===== src/rtl/pc_sequencer.sv =====
// ----------------------------------------------------------------------------
// pc_sequencer
//
// Program sequencer for the accumulator microprocessor. Holds the current
// program address and moves it on every clock according to the sequencing
// operation that the decoder returns for that address. It supports stall,
// unconditional and carry-conditional jumps, subroutine call/return through an
// internal return-address stack, and a terminal HALT state.
//
// Parameters
//   ADDR_W      program address width (2^ADDR_W words)
//   STACK_DEPTH return-address stack entries (>= 1)
//   RESET_ADDR  address loaded on reset
//
// Ports
//   clk       in   system clock, rising edge
//   Reset     in   synchronous active-high reset
//   Stall     in   hold all state this cycle, Op ignored
//   Op        in   0 NEXT, 1 JMP, 2 JC, 3 JNC, 4 CALL, 5 RET, 6 HALT, 7 NEXT
//   Target    in   jump/call destination
//   CY        in   carry flag, sampled with Op for JC/JNC
//   Addr      out  current program address (registered)
//   Halted    out  sequencer is in HALT
//   StackErr  out  sticky stack overflow/underflow flag
//   Depth     out  number of valid stack entries
//
// States
//   ST_RUN  | executing: Addr advances per Op unless stalled
//   ST_HALT | stopped: all state frozen until Reset
// ----------------------------------------------------------------------------
module pc_sequencer #(
  parameter int          ADDR_W      = 5,
  parameter int          STACK_DEPTH = 4,
  parameter int unsigned RESET_ADDR  = 0
) (
  input  logic                               clk,
  input  logic                               Reset,
  input  logic                               Stall,
  input  logic [2:0]                         Op,
  input  logic [ADDR_W-1:0]                  Target,
  input  logic                               CY,
  output logic [ADDR_W-1:0]                  Addr,
  output logic                               Halted,
  output logic                               StackErr,
  output logic [$clog2(STACK_DEPTH+1)-1:0]   Depth
);

  localparam int DW = $clog2(STACK_DEPTH + 1);
  // Stack pointer width; a single-entry stack still needs a 1-bit index.
  localparam int PW = (STACK_DEPTH > 1) ? $clog2(STACK_DEPTH) : 1;

  localparam logic [2:0] OP_NEXT = 3'd0;
  localparam logic [2:0] OP_JMP  = 3'd1;
  localparam logic [2:0] OP_JC   = 3'd2;
  localparam logic [2:0] OP_JNC  = 3'd3;
  localparam logic [2:0] OP_CALL = 3'd4;
  localparam logic [2:0] OP_RET  = 3'd5;
  localparam logic [2:0] OP_HALT = 3'd6;

  typedef enum logic {
    ST_RUN  = 1'b0,
    ST_HALT = 1'b1
  } state_t;

  state_t              state_q, state_d;
  logic [ADDR_W-1:0]   addr_q,  addr_d;
  logic [DW-1:0]       depth_q, depth_d;
  logic                err_q,   err_d;

  logic [ADDR_W-1:0]   stack_q [STACK_DEPTH];

  logic [ADDR_W-1:0]   addr_inc;
  logic [DW-1:0]       depth_m1;
  logic [PW-1:0]       push_ptr;
  logic [PW-1:0]       pop_ptr;
  logic                stack_full;
  logic                stack_empty;
  logic                push;

  // Natural wrap of the ADDR_W-bit adder gives the mod 2^ADDR_W increment.
  assign addr_inc    = addr_q + ADDR_W'(1);
  assign depth_m1    = depth_q - DW'(1);
  // Depth doubles as the stack pointer: next free slot is depth, top is depth-1.
  // The push pointer is only used when not full, so the truncation is safe.
  assign push_ptr    = depth_q[PW-1:0];
  assign pop_ptr     = depth_m1[PW-1:0];
  assign stack_full  = (depth_q == DW'(STACK_DEPTH));
  assign stack_empty = (depth_q == '0);

  always_comb begin
    state_d = state_q;
    addr_d  = addr_q;
    depth_d = depth_q;
    err_d   = err_q;
    push    = 1'b0;

    if (state_q == ST_RUN && !Stall) begin
      case (Op)
        OP_JMP: begin
          addr_d = Target;
        end
        OP_JC: begin
          addr_d = CY ? Target : addr_inc;
        end
        OP_JNC: begin
          addr_d = CY ? addr_inc : Target;
        end
        OP_CALL: begin
          if (stack_full) begin
            // Overflow: treat as NEXT, keep existing return addresses intact.
            err_d  = 1'b1;
            addr_d = addr_inc;
          end else begin
            push    = 1'b1;
            depth_d = depth_q + DW'(1);
            addr_d  = Target;
          end
        end
        OP_RET: begin
          if (stack_empty) begin
            err_d  = 1'b1;
            addr_d = addr_inc;
          end else begin
            addr_d  = stack_q[pop_ptr];
            depth_d = depth_m1;
          end
        end
        OP_HALT: begin
          state_d = ST_HALT;
        end
        default: begin
          // NEXT and the unused encoding 7
          addr_d = addr_inc;
        end
      endcase
    end
  end

  always_ff @(posedge clk) begin
    if (Reset) begin
      state_q <= ST_RUN;
      addr_q  <= ADDR_W'(RESET_ADDR);
      depth_q <= '0;
      err_q   <= 1'b0;
    end else begin
      state_q <= state_d;
      addr_q  <= addr_d;
      depth_q <= depth_d;
      err_q   <= err_d;
    end
  end

  // Stack storage carries no reset: contents are meaningless once Depth is 0,
  // and a pop never clears the entry it reads.
  always_ff @(posedge clk) begin
    if (push && !Reset) begin
      stack_q[push_ptr] <= addr_inc;
    end
  end

  assign Addr     = addr_q;
  assign Halted   = (state_q == ST_HALT);
  assign StackErr = err_q;
  assign Depth    = depth_q;

endmodule


===== config.mk =====
export PLATFORM = sky130hd
export DESIGN_NAME = pc_sequencer
export DESIGN_NICKNAME = d
export VERILOG_FILES = /design/src/rtl/pc_sequencer.sv
export SDC_FILE = /design/constraint.sdc
export NUM_CORES = 1
export LEC_CHECK = 0
export ABC_AREA = 1
export ABC_CLOCK_PERIOD_IN_PS = 1780
export CORE_MARGIN = 10
export CORE_UTILIZATION = 49
export DETAILED_ROUTE_END_ITERATION = 8
export GPL_TIMING_DRIVEN = 0
export PLACE_DENSITY = 0.75
export SLEW_MARGIN = 20
export SYNTH_ARGS = -nofsm -noshare
export SYNTH_HDL_FRONTEND = slang
export SYNTH_SLANG_ARGS = --single-unit

===== constraint.sdc =====
create_clock -name clk -period 1.78 [get_ports clk]
set_input_delay 0.356 -clock clk [delete_from_list [all_inputs] [get_ports clk]]
set_output_delay 0.356 -clock clk [all_outputs]
set_load 0.01 [all_outputs]

Yosys cells after proc, flatten, opt, wreduce, memory -nomap -nowiden
Memory sizes are Yosys's and may differ from the RTL's.
Index checks and enable logic that the tools add are counted.
Widths: inputs -> output; s select.
{ "totals": {"reg_bits": 10, "ram_bits": 20, "inputBits": 12, "output_inout_bits": 10, "mem_count": 1} }
{ "memory_table": {"columns": ["memory", "words", "width", "read_ports", "rd_clocked_by_memory_dff", "wr", "line", "text"], "rows": [
  ["stack_q", 4, 5, 1, 0, 1, "70", "logic [ADDR_W-1:0] stack_q [STACK_DEPTH];"]
]} }
{ "op_classes": {"addsub": 3, "n_eq_ne": 11, "n_mux": 16, "bitwise_logic": 2, "reduce_logical": 10} }
{ "op_table": {"columns": ["op", "n"], "rows": [
  ["$pmux 5 s6", 1],
  ["$mux 5", 4],
  ["$eq 3x3->1 const B", 4],
  ["$ne 2x2->1 const B", 4],
  ["$reduce_and 4->1", 2],
  ["$mux 1", 7],
  ["$eq 3x2->1 const B", 2],
  ["$mux 3", 2],
  ["$pmux 3 s2", 1],
  ["$add 5x1->5 const B", 1],
  ["$reduce_and 2->1", 2],
  ["$add 3x1->3 const B", 1],
  ["$eq 3x1->1 const B", 1],
  ["$logic_not 3->1", 1],
  ["$sub 3x1->3 const B", 1],
  ["$logic_and 1x1->1", 2],
  ["$logic_not 1->1", 2],
  ["$not 1->1", 2],
  ["$pmux 1 s2", 1],
  ["$reduce_bool 2->1", 1]
]} }

Logic depth before layout (Yosys ltp)
{ "logic_depth": {"ltp_word": 7, "ltp_mapped": 13, "mapped_depth_nobuf": 12} }

Worst setup path after synthesis
Ideal clock, no wire load.
{ "synth_timing": {"path_kind": "flip-flop to flip-flop", "start": "register depth_q[0], in the netlist Depth[0]", "end": "memory stack_q[3][0], enable pin", "setup_time_ps": 340, "arrival_ps": 1559, "t_required_ps": 1440, "slack_ps": -119, "path_stages_with_launch": 9, "path_cell_list": "dfxtp_1 -> inv_1 -> buf_2 -> ha_1 -> nand2_1 -> nand3_2 -> nor2_1 -> nand2_1 -> nor2_1"} }
{ "synth_via": {"elab_chain_len": 7} }
{ "synth_rtl": {"columns": ["element", "line", "text"], "rows": [
  ["from (decl)", "67", "logic [DW-1:0] depth_q, depth_d;"],
  ["from (signal assigned)", "148", "depth_q <= depth_d;"],
  ["$eq 3x3->1", "87", "assign stack_full = (depth_q == DW'(STACK_DEPTH));"],
  ["$mux 1", "109", "if (stack_full) begin"],
  ["$mux 1", "98", "case (Op)"],
  ["$mux 1", "97", "if (state_q == ST_RUN && !Stall) begin"],
  ["$logic_and 1x1->1", "156", "if (push && !Reset) begin"],
  ["$mux 1", "156", null],
  ["$mux 1 (not written as such)", "157", "stack_q[push_ptr] <= addr_inc;"],
  ["to (decl)", "70", null]
]} }
Several ways; a longest one is shown, not always the timed one.

Final worst setup path
{ "layout_timing": {"start": "register depth_q[0], in the netlist Depth[0]", "end": "register addr_q[4], in the netlist Addr[4]"} }
{ "layout_via": {"elab_chain_len": 4, "word_cells_on_any_way": 7} }
{ "layout_rtl": {"columns": ["element", "line", "text"], "rows": [
  ["$sub 3x1->3", "82", "assign depth_m1 = depth_q - DW'(1);"],
  ["$mem_v2 4x5", null, null],
  ["$mux 5", "120", "if (stack_empty) begin"],
  ["$pmux 5 s6 *", "98", null],
  ["to (signal assigned)", "142", "addr_q <= ADDR_W'(RESET_ADDR);"],
  ["to (signal assigned)", "147", "addr_q <= addr_d;"],
  ["to (decl)", "66", "logic [ADDR_W-1:0] addr_q, addr_d;"]
]} }
Mark *: on every way between the ends. The rest lies on a longest branch, timed or not.
A chain may end at the register's enable or synchronous reset.

==> metrics.txt <==
outcome=completed; GPL Wtd Cong=0.848; CP arrival=1.94 ns; Cells after Synth=between 200 and 250; Yosys top cell by area=edfxtp_1; Cell Rows=21; max_slew headroom=68.5%; Inserted Clock Buffers=5; CP Buf/Inv Count=5; Max Fclk=594 MHz; ANT cells=0; Synth area leaders=edfxtp_1 (35%), nand2_1 (13%), dfxtp_1 (12%); I/O pins=22; DR pass1 iterations=4; Syn Nets=between 200 and 250; Clock Path Buffers=2; area share of the largest cell type after synthesis=34.9%; final setup violation count=0; gr usage total=13.0%; Crit Path Class=flip-flop to flip-flop; Required @ worst endpoint=2.03 ns; initial antenna violation count=0; final hold viol count=0; Chip Height=79.3 um; CP max stage cell=dfxtp_4; number of synthesized flops with an enable pin=20; Iteration-0 DRC Markers=101; Ys Warns=0; DP HPWL=roughly 2900 um; Cells after DPL=291; delay-heaviest family, CP=buffers and inverters; period utilization=94.6%; critical path startpoint category=flip-flop; NumNets Final=270; Crit path top cell by count=nand2_1; clock slew at reported path FFs=~0.10 ns; area of the die=around 6300 sq um; CTS tree=built; asr flop ratio synth=0%; Slew Limit Fails=0; max incr delay on CP=approximately 0.39 ns; DR vias/cell=4.98; vias in the first global route=between 1000 and 1500; pwr dens=765 nW/um^2; final WL=3970 um; Setup TNS=0 ns; crit end category=flip-flop; Static Leakage=approximately 0.93 nW; largest net degree at the start of global routing=15; share of cells above drive strength 1=approximately 14%; synthesized area=approximately 1700 sq um; Avg Inst Size Synth=7.66 sq um; Worst-Margin Slew=about 0.47 ns; ys flop type=edfxtp_1; path type of the worst min-delay path=flip-flop to flip-flop; Skew-Pair Late Insertion Delay=0.34 ns; via count=roughly 1500; CTS sink cnt=30; WL/cell=between 10 and 15 um; maximum VDD drop=about 0.00054 V; critical-path cell list=clkinvlp_4 > ha_2 > buf_4 > inv_4 > nand3_1 > nand2_1 > nand2_1 > o21ai_0 > inv_1 > nand3_1 > nand2_1 > inv_1; Overflow after GRT=0; Port Buf Inserts=20; clk root buf=clkbuf_4; non-filler cells, final=299; Yosys cell types=25; CTS Hold Buffers Added=0; Setup Skew=0.0101 ns; post-route ant nets=0; crit path max fanout=7; Chip Width=79.3 um; Starting Density=51.2%; H-tree depth=2; #FFs+latches synth=30; crit path time final=1.68 ns; maxcap violations=0; number of remaining DRC errors=0; area grow syn2layout=24.7%; first-pass GRT wire length=6470 um; post-synthesis sequential area ratio=46.5%; Core ar.=3360 sq um
==> registers in the layout, summed over array words and instances (netlist names) <==
register / flops
Depth: 3
StackErr: 1
Halted: 1
stack_q: 20
Addr: 5
==> logic make-up (layout without fill, tap and decap cells) <==
| logic type | count (synthesis) | in the layout | share of synthesized area, % |
|---|---|---|---|
| flip-flops | 30 | 30 | 46.5 |
| XOR/XNOR | 4 | 4 | 2.03 |
| AO/OA/AOI/OAI | 26 | 26 | 7.84 |
| buffers and inverters | 37 | 65 | 8.57 |
| adder cells (fa/ha/maj) | 6 | 6 | 4.36 |
| AND/OR/NAND/NOR | 122 | 122 | 30.7 |
==> worst min-delay path: cells and delay by family, from the launching register on <==
family | cells | cell delay (ns)
flip-flops | 1 | 0.32
AO/OA/AOI/OAI | 1 | 0.05
buffers and inverters | 1 | 0.04
==> what timing repair did <==
item / CTS / global route
resized for setup: 5 / 13
endpoints found under the setup margin: 26 / 27
pin swaps: 1 / 2
buffers inserted: 1 / 0
==> Yosys cell counts, types with 2 or more instances <==
cell / n
nand2_2: 2
nand3_1: 22
o21ai_0: 14
dfxtp_1: 10
xor2_1: 2
o21ai_1: 3
buf_2: 3
a21oi_1: 7
nor2_1: 31
nand2_1: 60
inv_1: 29
xnor2_1: 2
ha_1: 6
edfxtp_1: 20
nand4_1: 2
o211ai_1: 2
inv_2: 2
==> cells in the final DEF (no fill, tap or decap), drive strengths merged, types with 4 or more instances in the layout <==
cell	synthesis	layout
nand2	62	62
nor2	32	32
inv	31	30
nand3	24	24
edfxtp	20	20
clkdlybuf4s50	0	19
o21ai	17	17
dfxtp	10	10
a21oi	7	7
clkbuf	0	7
ha	6	6
buf	4	4
==> worst paths after layout <==
path	end	start	cells after the start	slack, ns
max	Addr[4]	Depth[0]	12	0.1
min	StackErr	StackErr	2	0.46
max reg2reg	Addr[4]	Depth[0]	12	0.1
min reg2reg	StackErr	StackErr	2	0.46
==> power by group <==
part	internal (mW)	total (mW)	switching, mW
sequential	0.769	0.789	0.0198
clock	0.335	0.583	0.248
combinational	0.111	0.271	0.160
==> layer usage <==
metal,global-route usage (%),part of all wire [%]
met2,21.5,48
met5,0,0
met3,4.17,5.7
met1,15.4,45
met4,4.66,1.2
==> final cells by class <==
class,instances,area (sq um)
Buffer,3,20.0
Clock buffer,7,55.1
Clock inverter,1,30.0
Fill cell,323,1210
Inverter,33,131
Multi-Input combinational cell,158,835
Sequential cell,30,810
Tap cell,46,57.6
Timing Repair Buffer,21,210
==> stage by stage <==
stage / setup slack (ns) / power [mW] / hold WS, ns / utilization, % / area [sq um]
finish: 0.0955 / 1.64 / 0.458 / 63.9 / 2150
global route: -0.0239 / 1.71 / 0.499 / 63.9 / 2150
CTS: 0.00282 / 1.64 / 0.459 / 62.9 / 2120
detailed placement: -0.370 / 1.06 / 0.445 / 59.9 / 2010
global placement: -0.344 / 1.06 / 0.438 / 59.9 / 2010
floorplan: 0.0122 / 0.958 / 0.425 / - / 1760
Power figures use the tool's default switching activity.
